[config.mk]
export PLATFORM = sky130hd
export DESIGN_NAME = sysahb_timer
export DESIGN_NICKNAME = d
export VERILOG_FILES = /design/src/rtl/sysahb_timer_pkg.sv /design/src/rtl/sysahb_timer_core.sv /design/src/rtl/sysahb_timer.sv
export SDC_FILE = /design/constraint.sdc
export NUM_CORES = 1
export LEC_CHECK = 0
export ABC_AREA = 1
export CORE_AREA = 2 2 117 119
export CTS_CLUSTER_DIAMETER = 200
export DETAILED_ROUTE_END_ITERATION = 8
export DIE_AREA = 0 0 119 121
export PLACE_DENSITY = 0.81
export SETUP_SLACK_MARGIN = 0.4
export SYNTH_ARGS = -nofsm -noshare
export SYNTH_HDL_FRONTEND = slang
export SYNTH_SLANG_ARGS = --single-unit
[constraint.sdc]
create_clock -name sys_clk -period 3.3 [get_ports sys_clk]
set_input_delay 0.99 -clock sys_clk [delete_from_list [all_inputs] [get_ports sys_clk]]
set_output_delay 0.99 -clock sys_clk [all_outputs]
set_load 0.03 [all_outputs]
[src/rtl/sysahb_timer_pkg.sv]
// Shared constants for the AHB-Lite timer: register offsets, CTRL bit positions,
// AHB encodings and the bus state machine states.
package sysahb_timer_pkg;

    localparam logic [2:0] OFF_CTRL   = 3'd0;
    localparam logic [2:0] OFF_LOAD   = 3'd1;
    localparam logic [2:0] OFF_VALUE  = 3'd2;
    localparam logic [2:0] OFF_STATUS = 3'd3;
    localparam logic [2:0] OFF_PRESC  = 3'd4;

    localparam int CTRL_EN     = 0;
    localparam int CTRL_IE     = 1;
    localparam int CTRL_RELOAD = 2;

    localparam logic [1:0] HTRANS_IDLE   = 2'b00;
    localparam logic [1:0] HTRANS_BUSY   = 2'b01;
    localparam logic [1:0] HTRANS_NONSEQ = 2'b10;
    localparam logic [1:0] HTRANS_SEQ    = 2'b11;

    localparam logic [2:0] HSIZE_WORD = 3'b010;

    typedef enum logic [1:0] {
        ST_IDLE,
        ST_DATA,
        ST_ERR1,
        ST_ERR2
    } bus_state_e;

    // Word-sized only, offsets up to PRESC, and VALUE is read-only.
    function automatic logic xfer_legal(input logic [2:0] off, input logic wr,
                                        input logic [2:0] sz);
        return (sz == HSIZE_WORD) && (off <= OFF_PRESC) && !(wr && (off == OFF_VALUE));
    endfunction

endpackage

[src/rtl/sysahb_timer_core.sv]
// Prescaler plus 32-bit down-counter; reports a one-cycle underflow pulse
// when a prescaler tick finds the counter already at zero.
module timer_core #(
    parameter int PRESCALE_W = 16
) (
    input  logic                  sys_clk,
    input  logic                  sys_rst,
    input  logic                  en,
    input  logic                  reload,
    input  logic [PRESCALE_W-1:0] presc,
    input  logic [31:0]           load,
    input  logic                  load_strobe,
    output logic [31:0]           value,
    output logic                  underflow
);

    logic [PRESCALE_W-1:0] cnt_q, cnt_d;
    logic [31:0]           value_q, value_d;
    logic                  tick;

    assign tick      = en && (cnt_q == presc);
    // A LOAD write swallows a coincident tick, so it cannot underflow either.
    assign underflow = tick && (value_q == 32'd0) && !load_strobe;
    assign value     = value_q;

    always_comb begin
        cnt_d   = cnt_q;
        value_d = value_q;
        if (!en || tick) begin
            cnt_d = '0;
        end else begin
            cnt_d = cnt_q + 1'b1;
        end
        if (tick) begin
            if (value_q != 32'd0) begin
                value_d = value_q - 32'd1;
            end else if (reload) begin
                value_d = load;
            end
        end
        if (load_strobe) begin
            value_d = load;
            cnt_d   = '0;
        end
    end

    always_ff @(posedge sys_clk) begin
        if (sys_rst) begin
            cnt_q   <= '0;
            value_q <= '0;
        end else begin
            cnt_q   <= cnt_d;
            value_q <= value_d;
        end
    end

endmodule

[src/rtl/sysahb_timer.sv]
// AHB-Lite slave timer: bus state machine and register file, with the
// counting datapath in timer_core.
module sysahb_timer
    import sysahb_timer_pkg::*;
#(
    parameter int PRESCALE_W = 16
) (
    input  logic        sys_clk,
    input  logic        sys_rst,
    input  logic        hsel,
    input  logic [31:0] haddr,
    input  logic [1:0]  htrans,
    input  logic        hwrite,
    input  logic [2:0]  hsize,
    input  logic [31:0] hwdata,
    input  logic        hreadyin,
    output logic [31:0] hrdata,
    output logic        hready,
    output logic        hresp,
    output logic        irq
);

    bus_state_e            state_q, state_d;
    logic [2:0]            addr_q, addr_d;
    logic                  write_q, write_d;
    logic [2:0]            size_q, size_d;
    logic [2:0]            ctrl_q, ctrl_d;
    logic [31:0]           load_q, load_d;
    logic                  if_q, if_d;
    logic [PRESCALE_W-1:0] presc_q, presc_d;
    logic                  irq_q, irq_d;

    logic        accept, legal, wr_en, load_strobe, underflow;
    logic [31:0] value;
    logic        unused_bits;

    assign accept      = hsel && hreadyin && htrans[1];
    assign legal       = xfer_legal(haddr[4:2], hwrite, hsize);
    assign wr_en       = (state_q == ST_DATA) && write_q;
    assign load_strobe = wr_en && (addr_q == OFF_LOAD);
    assign unused_bits = ^{haddr[31:5], haddr[1:0], htrans[0], size_q};

    always_comb begin
        state_d = state_q;
        addr_d  = addr_q;
        write_d = write_q;
        size_d  = size_q;
        if (state_q == ST_ERR1) begin
            state_d = ST_ERR2;
        end else if (accept) begin
            state_d = legal ? ST_DATA : ST_ERR1;
            addr_d  = haddr[4:2];
            write_d = hwrite;
            size_d  = hsize;
        end else begin
            state_d = ST_IDLE;
        end
    end

    // Bus writes are applied after the core's side effects so they take priority,
    // except that a fresh underflow always sets IF.
    always_comb begin
        ctrl_d  = ctrl_q;
        load_d  = load_q;
        if_d    = if_q;
        presc_d = presc_q;
        if (underflow && !ctrl_q[CTRL_RELOAD]) begin
            ctrl_d[CTRL_EN] = 1'b0;
        end
        if (wr_en) begin
            case (addr_q)
                OFF_CTRL:   ctrl_d  = hwdata[2:0];
                OFF_LOAD:   load_d  = hwdata;
                OFF_STATUS: if (hwdata[0]) if_d = 1'b0;
                OFF_PRESC:  presc_d = hwdata[PRESCALE_W-1:0];
                default:    ;
            endcase
        end
        if (underflow) begin
            if_d = 1'b1;
        end
        irq_d = if_q && ctrl_q[CTRL_IE];
    end

    always_ff @(posedge sys_clk) begin
        if (sys_rst) begin
            state_q <= ST_IDLE;
            addr_q  <= '0;
            write_q <= 1'b0;
            size_q  <= '0;
            ctrl_q  <= '0;
            load_q  <= '0;
            if_q    <= 1'b0;
            presc_q <= '0;
            irq_q   <= 1'b0;
        end else begin
            state_q <= state_d;
            addr_q  <= addr_d;
            write_q <= write_d;
            size_q  <= size_d;
            ctrl_q  <= ctrl_d;
            load_q  <= load_d;
            if_q    <= if_d;
            presc_q <= presc_d;
            irq_q   <= irq_d;
        end
    end

    timer_core #(
        .PRESCALE_W(PRESCALE_W)
    ) u_core (
        .sys_clk    (sys_clk),
        .sys_rst    (sys_rst),
        .en         (ctrl_q[CTRL_EN]),
        .reload     (ctrl_q[CTRL_RELOAD]),
        .presc      (presc_q),
        .load       (load_d),
        .load_strobe(load_strobe),
        .value      (value),
        .underflow  (underflow)
    );

    always_comb begin
        hrdata = 32'd0;
        if ((state_q == ST_DATA) && !write_q) begin
            case (addr_q)
                OFF_CTRL:   hrdata = {29'd0, ctrl_q};
                OFF_LOAD:   hrdata = load_q;
                OFF_VALUE:  hrdata = value;
                OFF_STATUS: hrdata = {31'd0, if_q};
                OFF_PRESC:  hrdata = 32'(presc_q);
                default:    hrdata = 32'd0;
            endcase
        end
    end

    assign hready = (state_q != ST_ERR1);
    assign hresp  = (state_q == ST_ERR1) || (state_q == ST_ERR2);
    assign irq    = irq_q;

endmodule

==> results.txt <==
Power per Cell Area: 334 nW/um2
Synth Cell Area: 6440 um2
initial core utilization: 0.492
filler cell count: 1249
Starting DRT DRC Count: 465
Critical Path End Type: output port
worst-path fanout max: 15
vias in the first global route: 6362
die footprint: 14400 um2
GRT Total Usage: 0.259
Hold Path Cell Cnt: 2
Post-Syn Nets: 1155
min cycle time layout: 2840 ps
# nets final: 1224
Core Rows: 42
initial antenna violation count: 0
Synth area leaders: dfxtp_1 (33%), nand2_1 (20%), nor2_1 (12%), inv_1 (6.2%), a21oi_1 (6.0%)
routed wire length: 18300 um
num ports: 109
type of the worst setup path: reg -> out
Clock Latency Late Sink: 360 ps
clock root cell: clkbuf_16
dpl ws: 751 ps
final hold slack: 485 ps
Rel. slew slack: 0.528
GPL Wtd Cong: 0.912
max cap viols: 0
HP Class: reg -> reg
DP HPWL: 13300 um
Hold Vio Cnt, Final: 0
sequential fraction of the synthesis area: 0.333
clk sink count: 107
Yosys top cell by area: dfxtp_1
worst hold path endpoint: load_q[28]
Mapped Avg Cell Area: 5.97 um2
hold path startpoint: load_q[28]
reg-to-reg endpoint: u_core.value[22]
CORE AREA: 13100 um2
number of synthesized flops with an enable pin: 0
setup TNS: 0 ps
Placed Cells: 1309
top cells by count, synth: nand2_1 (340), nor2_1 (203), dfxtp_1 (107), inv_1 (107), a21oi_1 (77)
Max Fclk: 352 MHz
H-tree level count: 3
WL per Instance: 13.8 um
first-pass GRT wire length: 30100 um
Die W: 119 um
dominant synthesized flop cell: dfxtp_1
Design Power: 2.58 mW
Pre-antenna DRT Iters: 5
Clk pin slew, worst setup/hold paths: 70 ps
Setup crit start kind: flop
reg2reg setup slack: 950 ps
gr ovfl total: 0
synthesis-to-layout area growth: 19.9%
worst path arrival time: 1850 ps
Synth Register Bits: 107
worst vdd ir: 0.299 mV
layout cells sized above 1: 0.0885
Die H: 121 um
async set-reset flop share out of synthesis: 0
Finished Layout Cells: 1328
Period Utilization, post-route: 0.862
CTS tree: yes
slack of the critical path: 456 ps
endpoints failing setup: 0
Slew Limit Fails: 0
RSZ-0062 raised after global routing: true
status: complete, no violations
clk_skew: 12.1 ps
largest net degree at the start of global routing: 51
cell count after synthesis: 1078
Leak: 3.73 nW
Synthesis Warnings: 0
R2R depth: 14
CTS Buffer Depth: 2
top-count cell post-synth: nand2_1
DR DRC count: 0
slew of the pin with the lowest slew margin: 706 ps
Antenna diodes: 0
cts bufs inserted: 9
reg-to-reg startpoint: u_core.value[1]
Routed Antenna Nets: 0
Vias/cell: 5.16
WP data required: 2310 ps
Port Buffers: 78
Yosys cell types: 37
vias post-DR: 6855
Yosys top cell area share: 0.333
Post-CTS Hold Buffers: 0
==> placed cells by master, fill, tap and decap left out, drive strengths merged, types with 5 or more instances in the layout <==
cell type and instances:
a21oi 77, a22oi 8, buf 53, clkbuf 9, clkdlybuf4s50 46, dfxtp 107
inv 117, nand2 344, nand3 41, nand4 6, nor2 214, nor3 16
o211ai 10, o21ai 45, o22ai 5, xnor2 14, xor2 15
==> stage by stage <==
| stage | utilization | cell area [um2] |
|---|---|---|
| detailed placement | 0.560 | 7330 |
| global placement | 0.560 | 7330 |
| floorplan | - | 6440 |
| finish | 0.590 | 7720 |
| CTS | 0.585 | 7660 |
| global route | 0.590 | 7720 |
==> layer usage <==
| layer | vias to the layer above | track usage | wire length [um] |
|---|---|---|---|
| li1 | 3528 | - | - |
| met1 | 3091 | 0.328 | 7990 |
| met2 | 210 | 0.442 | 8810 |
| met3 | 26 | 0.0498 | 1140 |
| met4 | 0 | 0.0848 | 367 |
| met5 | - | 0 | 0 |
==> area by class of cell <==
class | count | area, um2 | share of cell area
multi-input combinational | 815 | 3700 | 0.479
clock buffer | 9 | 225 | 0.0292
sequential | 107 | 2140 | 0.278
tap | 176 | 220 | 0.0285
inverter | 115 | 438 | 0.0567
timing repair buffer | 99 | 916 | 0.119
clock inverter | 7 | 78.8 | 0.0102
==> state kept, by name, summed over array words and instances, names as in the netlist <==
name	flops
load_q	32
u_core.value	32
presc_q	16
u_core.cnt_q	16
addr_q	3
ctrl_q	3
state_q	2
if_q	1
irq	1
write_q	1
==> repair_timing <==
item                       4_1_cts  5_1_grt
pin swaps                        0        1
gates resized for setup          1       11
setup endpoints to repair        2       27
gates cloned                     0        0
buffers inserted                 1        2
==> critical path, stage by stage, from the launching register on <==
cell,delay [ps]
dfxtp_2,350
inv_1,90
nor3_4,230
clkinvlp_4,140
buf_12,160
o221ai_1,240
nand2_1,80
inv_1,60
buf_4,150
==> worst max-delay path by stage <==
stage,from,to,slack [ps],depth (start not counted)
floorplan,addr_q[2],hrdata[21],490,7
global placement,addr_q[0],hrdata[15],760,6
detailed placement,addr_q[0],hrdata[15],750,6
CTS,addr_q[1],hrdata[15],410,8
global route,addr_q[1],hrdata[30],390,7
finish,addr_q[1],hrdata[14],460,8
==> cells by family (layout without fill, tap and decap cells) <==
group,after synthesis,in the layout,share of synthesized area
AO/OA/AOI/OAI,157,157,0.135
XOR/XNOR,29,29,0.0394
adder cells (fa/ha/maj),3,3,0.00583
buffers and inverters,156,230,0.0964
flip-flops,107,107,0.333
AND/OR/NAND/NOR,626,626,0.390
==> where the power goes <==
group          leakage, nW  switching, mW  internal [mW]
clock                0.151          0.526          0.600
sequential           0.863        0.00399           1.29
combinational         2.72         0.0854         0.0728
No activity file was read; power rests on OpenSTA's default activity.
